### config.mk
export PLATFORM = sky130hd
export DESIGN_NAME = alu_input_loader
export DESIGN_NICKNAME = d
export VERILOG_FILES = /design/src/rtl/alu_pkg.sv /design/src/rtl/btn_debounce.sv /design/src/rtl/alu_input_loader.sv
export SDC_FILE = /design/constraint.sdc
export NUM_CORES = 1
export LEC_CHECK = 0
export ABC_AREA = 1
export BUFFER_PORTS_ARGS = -buffer_cell sky130_fd_sc_hd__buf_2
export CAP_MARGIN = 5
export CORE_MARGIN = 10
export CORE_UTILIZATION = 55
export DETAILED_ROUTE_END_ITERATION = 12
export PLACE_DENSITY = 0.74
export SLEW_MARGIN = 20
export SYNTH_ARGS = -nofsm -noshare
export SYNTH_HDL_FRONTEND = slang
export SYNTH_SLANG_ARGS = --single-unit
### constraint.sdc
create_clock -name clock -period 2.3 [get_ports clock]
set_input_delay 0.345 -clock clock [delete_from_list [all_inputs] [get_ports clock]]
set_output_delay 0.345 -clock clock [all_outputs]
set_load 0.01 [all_outputs]
### src/rtl/alu_pkg.sv
// Shared opcode encodings and channel indices for the ALU front-end loader.
package alu_pkg;

    typedef enum logic [5:0] {
        OP_ADD = 6'b100000,
        OP_SUB = 6'b100010,
        OP_AND = 6'b100100,
        OP_OR  = 6'b100101,
        OP_XOR = 6'b100110,
        OP_SRA = 6'b000011,
        OP_SRL = 6'b000010,
        OP_NOR = 6'b100111
    } alu_op_e;

    localparam alu_op_e OP_RESET = OP_ADD;

    localparam int unsigned IDX_A  = 0;
    localparam int unsigned IDX_B  = 1;
    localparam int unsigned IDX_OP = 2;
    localparam int unsigned N_CH   = 3;

endpackage

### src/rtl/btn_debounce.sv
// One button channel: 2-flop synchronizer, stable-count debouncer, rising-edge strobe.
module btn_debounce #(
    parameter int unsigned DB_COUNT = 1000000
) (
    input  logic clock,
    input  logic reset_n,
    input  logic btn_raw,
    output logic btn_rise
);

    localparam int unsigned CW = $clog2(DB_COUNT + 1);

    logic          sync1_q, sync1_d;
    logic          sync2_q, sync2_d;
    logic          stable_q, stable_d;
    logic          stable_prev_q, stable_prev_d;
    logic [CW-1:0] cnt_q, cnt_d;

    // Stable only flips after DB_COUNT+1 consecutive disagreeing samples.
    always_comb begin
        sync1_d       = btn_raw;
        sync2_d       = sync1_q;
        stable_prev_d = stable_q;
        stable_d      = stable_q;
        cnt_d         = '0;
        if (sync2_q != stable_q) begin
            if (cnt_q == CW'(DB_COUNT)) begin
                stable_d = ~stable_q;
            end else begin
                cnt_d = cnt_q + CW'(1);
            end
        end
    end

    always_ff @(posedge clock or negedge reset_n) begin
        if (!reset_n) begin
            sync1_q       <= 1'b0;
            sync2_q       <= 1'b0;
            stable_q      <= 1'b0;
            stable_prev_q <= 1'b0;
            cnt_q         <= '0;
        end else begin
            sync1_q       <= sync1_d;
            sync2_q       <= sync2_d;
            stable_q      <= stable_d;
            stable_prev_q <= stable_prev_d;
            cnt_q         <= cnt_d;
        end
    end

    assign btn_rise = stable_q & ~stable_prev_q;

endmodule

### src/rtl/alu_input_loader.sv
// Loads the switch bank into ALU operand A, operand B or opcode on debounced button presses.
module alu_input_loader
    import alu_pkg::*;
#(
    parameter int unsigned N_BITS   = 6,
    parameter int unsigned N_OPS    = 6,
    parameter int unsigned DB_COUNT = 1000000
) (
    input  logic              clock,
    input  logic              reset_n,
    input  logic [N_BITS-1:0] Switches,
    input  logic              Btn_A,
    input  logic              Btn_B,
    input  logic              Btn_Op,
    output logic [N_BITS-1:0] Data_A,
    output logic [N_BITS-1:0] Data_B,
    output logic [N_OPS-1:0]  Op,
    output logic [2:0]        Loaded,
    output logic              Load_Pulse
);

    if (N_OPS > N_BITS) begin : g_bad_ops
        $error("alu_input_loader: N_OPS must not exceed N_BITS");
    end
    if (DB_COUNT < 1) begin : g_bad_db
        $error("alu_input_loader: DB_COUNT must be at least 1");
    end

    logic [N_CH-1:0]   btn_raw;
    logic [N_CH-1:0]   rise;
    logic [N_BITS-1:0] data_a_q, data_a_d;
    logic [N_BITS-1:0] data_b_q, data_b_d;
    logic [N_OPS-1:0]  op_q, op_d;
    logic [N_CH-1:0]   loaded_q, loaded_d;
    logic              load_pulse_q, load_pulse_d;

    assign btn_raw[IDX_A]  = Btn_A;
    assign btn_raw[IDX_B]  = Btn_B;
    assign btn_raw[IDX_OP] = Btn_Op;

    for (genvar i = 0; i < N_CH; i++) begin : g_ch
        btn_debounce #(.DB_COUNT(DB_COUNT)) u_db (
            .clock    (clock),
            .reset_n  (reset_n),
            .btn_raw  (btn_raw[i]),
            .btn_rise (rise[i])
        );
    end

    always_comb begin
        data_a_d     = data_a_q;
        data_b_d     = data_b_q;
        op_d         = op_q;
        if (rise[IDX_A])  data_a_d = Switches;
        if (rise[IDX_B])  data_b_d = Switches;
        if (rise[IDX_OP]) op_d     = Switches[N_OPS-1:0];
        loaded_d     = loaded_q | rise;
        load_pulse_d = |rise;
    end

    always_ff @(posedge clock or negedge reset_n) begin
        if (!reset_n) begin
            data_a_q     <= '0;
            data_b_q     <= '0;
            op_q         <= N_OPS'(OP_RESET);
            loaded_q     <= '0;
            load_pulse_q <= 1'b0;
        end else begin
            data_a_q     <= data_a_d;
            data_b_q     <= data_b_d;
            op_q         <= op_d;
            loaded_q     <= loaded_d;
            load_pulse_q <= load_pulse_d;
        end
    end

    assign Data_A     = data_a_q;
    assign Data_B     = data_b_q;
    assign Op         = op_q;
    assign Loaded     = loaded_q;
    assign Load_Pulse = load_pulse_q;

endmodule
# Yosys cells after proc, flatten, opt, wreduce, memory -nomap -nowiden
# Index checks and enable logic that the tools add are counted.
# classes
n_bitwise,10
eq_ne,6
add_sub_neg,3
muxes,6
reduce_logical,4
# op_table
op,count
20-bit two-way mux,6
"20-bit by 1-bit adder with 20-bit output, second input constant",3
"20-bit == test, second input constant",3
1-bit inverter,6
2-bit AND reduction,3
1-bit bitwise AND,3
1-bit != test,3
3-bit OR,1
3-bit OR reduction,1
# word_totals
ff_bits,94
out_inout_bits,22

# Depth between registers and ports, before layout
# logic_depth
depth_word,3
ltp_mapped,9
depth_no_buf,9

# Hierarchy
# Synthesis repeated with hierarchy kept, for this count alone.
# hier_totals
hier_cells,571
hier_area_um2,4758.3
# by_module_without_submodules
mod,area_per_inst_um2,cells_each,seq_area_each_um2,n_inst
btn_debounce (g_ch[1].u_db ...),1322.5,163,600.6,2
btn_debounce (g_ch[0].u_db),1301.2,160,600.6,1
alu_input_loader,812.0,85,551.8,1

# Worst setup path after synthesis
# OpenSTA, ideal clock, no wires.
# synth_path
path_type,register -> register
startpoint,register g_ch[0].u_db.cnt_q[0]
endpoint,register g_ch[0].u_db.cnt_q[9]
path_stages_with_launch,8
slack_ns,0.992
period_less_slack_ns,1.308
arrival_ns,1.187
path_buffers,0
cell_sequence,dfrtp_1 inv_1 ha_1 nand3_1 nor2_1 nand3_1 nand2_2 nor2_1
# synth_via
elab_chain_len,3
word_cells_on_any_way,4
cone_classes,add/sub (1); eq/ne (1); mux (2)
# synth_lines
item,line,rtl
"start, declared",btn_debounce.sv:17,"logic [CW-1:0] cnt_q, cnt_d;"
"start signal, assigned",btn_debounce.sv:47,cnt_q <= cnt_d;
20-bit by 1-bit adder with 20-bit output / 20-bit == test (equally long branches),"btn_debounce.sv:30, btn_debounce.sv:27",
20-bit two-way mux *,btn_debounce.sv:27,if (cnt_q == CW'(DB_COUNT)) begin
20-bit two-way mux *,btn_debounce.sv:26,if (sync2_q != stable_q) begin
net g_ch[0].u_db.cnt_d[9],btn_debounce.sv:17,
# The timed path passes the listed nets; every way through them passes the cells marked *.
# A chain may end at the register's enable or synchronous reset.

# Final worst setup path
# layout_path
startpoint,register g_ch[2].u_db.cnt_q[0]
endpoint,register g_ch[2].u_db.cnt_q[18]
# layout_via
elab_chain_len,3
word_cells_on_any_way,4
cone_classes,add/sub (1); eq/ne (1); mux (2)
# layout_lines
item,line
"start, declared",btn_debounce.sv:17
"start signal, assigned",btn_debounce.sv:47
20-bit by 1-bit adder with 20-bit output / 20-bit == test (equally long branches),"btn_debounce.sv:30, btn_debounce.sv:27"
20-bit two-way mux *,btn_debounce.sv:27
20-bit two-way mux *,btn_debounce.sv:26
net g_ch[2].u_db.cnt_d[18],btn_debounce.sv:17
# Marks and branches as above.

==> qor.csv <==
stage,metric,value,unit
power_and_ir_drop,"IR drop worst, VDD",0.511,mV
clock_tree,clock slew seen by the registers of the worst setup and hold paths,110,ps
sta,Final WS setup,774,ps
drt,total routed wirelength,9560,um
drt,total via count after detailed routing,3671,
setup_path,ordered list of cells on the worst path,"inv_1, ha_1, nand2_1, nor3_1, nand3_1, nand2_2, nor2_1",
synth,YS warnings,0,
layout,ant diodes,0,
clock_tree,TritonCTS buffer count,9,
sta,clock period minus final worst setup slack,1530,ps
sta,final sum of negative setup slack,0,ps
synth,Synth Area in Adders,1.61,%
sta,clock skew,15.7,ps
hold_path,worst min-delay path class,in2reg,
floorplan,horizontal die dimension,112,um
synth,"area fraction in and, or, nand and nor cells after synthesis",31.8,%
clock_tree,CTS resizes,0,
floorplan,height of the die,112,um
layout,"commonest cells after routing, fill and taps aside","sky130_fd_sc_hd__nor2_1, sky130_fd_sc_hd__nand2_1, sky130_fd_sc_hd__dfrtp_1, sky130_fd_sc_hd__inv_1, sky130_fd_sc_hd__nand3_1",
synth,unique cell type count in the Yosys netlist,27,
setup_path,WS Path Type,reg2reg,
floorplan,# IOs,33,
sta,count of pins over their slew limit,0,
layout,share of final-layout standard cells stronger than drive strength 1,16.7,%
power_and_ir_drop,total power of the final layout,2.90,mW
clock_tree,number of buffers added to fix hold violations after cts,1,
floorplan,die outline area,12600,um^2
placement,port buffer count,32,
floorplan,Std-Cell Core Area,8220,um^2
synth,area fraction in compound gates after synthesis,5.07,%
run_status,status,"finished, final reports clean",
clock_tree,Setup Buffers After CTS,0,
drt,Routed wire per std cell,13.4,um
synth,cell type contributing the most total cell area after synthesis,sky130_fd_sc_hd__dfrtp_1,
setup_path,required time reported for the critical path endpoint,2550,ps
flow_run,count of maximum capacitance violations,0,
synth,Synth top area share,49.9,%
clock_tree,root buf cell,sky130_fd_sc_hd__clkbuf_8,
setup_path,"Max stage delay cell, worst path",sky130_fd_sc_hd__dfrtp_1,
synth,count of state elements after synthesis,94,
synth,main combinational cell family by area after synthesis,simple AND/OR/NAND/NOR gates,
clock_tree,Clock Sinks,94,
layout,core utilization of the finished layout,63.1,%
layout,area added between synthesis and finish,11.0,%
setup_path,startpoint types,flop,
drt,count of routing violations after the opening detailed-route iteration,115,
synth,post-synthesis share of cell area spent on xor and xnor gates,6.01,%
setup_path,CP max stage delay,420,ps
clock_tree,clock tree from TritonCTS,built,
synth,multiplexer share of the synthesized area,0,%
synth,sequential-to-total area share from yosys stat,50.4,%
global_route,antenna violations before repair,0,
drt,residual DRC count,0,
synth,most area-consuming cells after synthesis,"sky130_fd_sc_hd__dfrtp_1, sky130_fd_sc_hd__nor2_1, sky130_fd_sc_hd__nand2_1",
synth,Mapped Avg Cell Area,8.33,um^2
global_route,overflow left after global routing,0,
sta,tightest slew margin relative to the limit,57.1,%
sta,share of the clock period used by the worst path after layout,66.3,%
setup_path,"Max FO, Critical Path",7,
power_and_ir_drop,power density over the cells,560,nW/um^2
synth,synthesized cell area,4670,um^2
clock_tree,depth of the CTS H-tree,3,
synth,number of nets produced by synthesis,577,
power_and_ir_drop,leak pwr,2.44,nW
drt,post-DR vias/cell,5.13,
placement,Final GP Congestion,0.898,
clock_tree,Clock Tree Buf Depth,2,
sta,final worst hold slack,69.9,ps
sta,Slew @ Worst Pin,641,ps
sta,unrepaired setup endpoints after global routing,false,
setup_path,crit path buf inv count,1,
drt,number of iterations in the first detailed-routing pass,5,
sta,peak clock frequency supported by timing,655,MHz
synth,number of instances in the synthesized netlist,560,
global_route,Overall Global Routing Usage,15.7,%
global_route,largest net degree at the start of global routing,43,
floorplan,site row count,33,
placement,setup slack at placement,786,ps
sta,Final Setup Violations,0,
setup_path,WP data arrival,1780,ps
global_route,via count of the first global-routing pass,3647,
global_route,wire length of the first global-routing pass,16700,um
setup_path,type of element capturing the critical path,flop,
placement,HPWL after detailed placement,7350,um
layout,"Net count, final",622,
floorplan,initial cell density of the core,56.8,%
drt,number of antenna-violating nets in the routed design,0,
sta,Hold Fails Final Rpt,0,
clock_tree,insertion delay to the later sink of the worst-skew pair,370,ps
layout,"commonest non-fill, non-tap cell in the layout",sky130_fd_sc_hd__nor2_1,
setup_path,"CP delay by family, top",simple AND/OR/NAND/NOR gates,
[power breakdown]
part	internal, mW	switching (mW)
clock network	0.431	0.664
logic	0.0354	0.0814
registers	1.67	0.0183
[cell usage after synthesis, drive strengths merged]
library cell / instances
nand4: 9
a21oi: 9
dfrtp: 93
buf: 3
o21a: 2
xnor2: 14
or2: 3
nand3b: 2
o21ai: 30
inv: 59
nor2: 135
xor2: 18
nand2: 125
dfstp: 1
o21bai: 3
nand3: 39
ha: 6
nor3: 9
[per-stage QoR]
stage                     area [um^2]  std cells
after floorplan                  4670        560
after global placement           4980        698
after detailed placement         4980        698
after CTS                        5180        715
after global routing             5180        715
final                            5180        715
[layout make-up]
class | instances | area, um^2
clock buffers | 9 | 124
clock inverters | 7 | 71.3
fillers | 703 | 3040
inverters | 59 | 221
multi-input cells | 404 | 2080
flip-flops and latches | 94 | 2350
well taps | 105 | 131
repair buffers | 37 | 203
[cells by family (layout without fill, tap and decap cells)]
group | count (synthesis) | count (layout)
simple gates | 322 | 322
flops | 94 | 94
buf+inv | 62 | 112
compound gates | 44 | 44
xor+xnor | 32 | 32
fa+ha+maj | 6 | 6
[final timing paths]
| kind | cells after the start | to | slack, ps | from |
|---|---|---|---|---|
| max | 7 | g_ch[2].u_db.cnt_q[18] | 770 | g_ch[2].u_db.cnt_q[0] |
| min | 1 | g_ch[1].u_db.sync1_q | 70 | Btn_B |
| max reg2reg | 7 | g_ch[2].u_db.cnt_q[18] | 770 | g_ch[2].u_db.cnt_q[0] |
| min reg2reg | 0 | g_ch[2].u_db.sync2_q | 350 | g_ch[2].u_db.sync1_q |
| max in group asynchronous | 3 | Op[5] | 1080 | reset_n |
| min in group asynchronous | 2 | g_ch[1].u_db.cnt_q[4] | 490 | reset_n |
[flip-flops by register name (all words and copies together) (netlist names)]
signal / flops
g_ch.u_db.stable_prev_d: 3
g_ch.u_db.sync2_q: 3
Loaded: 3
Op: 6
Load_Pulse: 1
Data_B: 6
g_ch.u_db.cnt_q: 60
g_ch.u_db.sync1_q: 3
g_ch.u_db.stable_prev_q: 3
Data_A: 6
[routing by layer]
layer	GRT usage (%)	share of wire (%)	up-vias	routed length, um
met5	0	0	-	0
met4	4.23	0.77	0	74
met3	4.42	4.7	9	451
met2	26.9	50	58	4790
met1	18.8	44	1754	4250
li1	-	-	1850	-
Power figures use the tool's default switching activity.
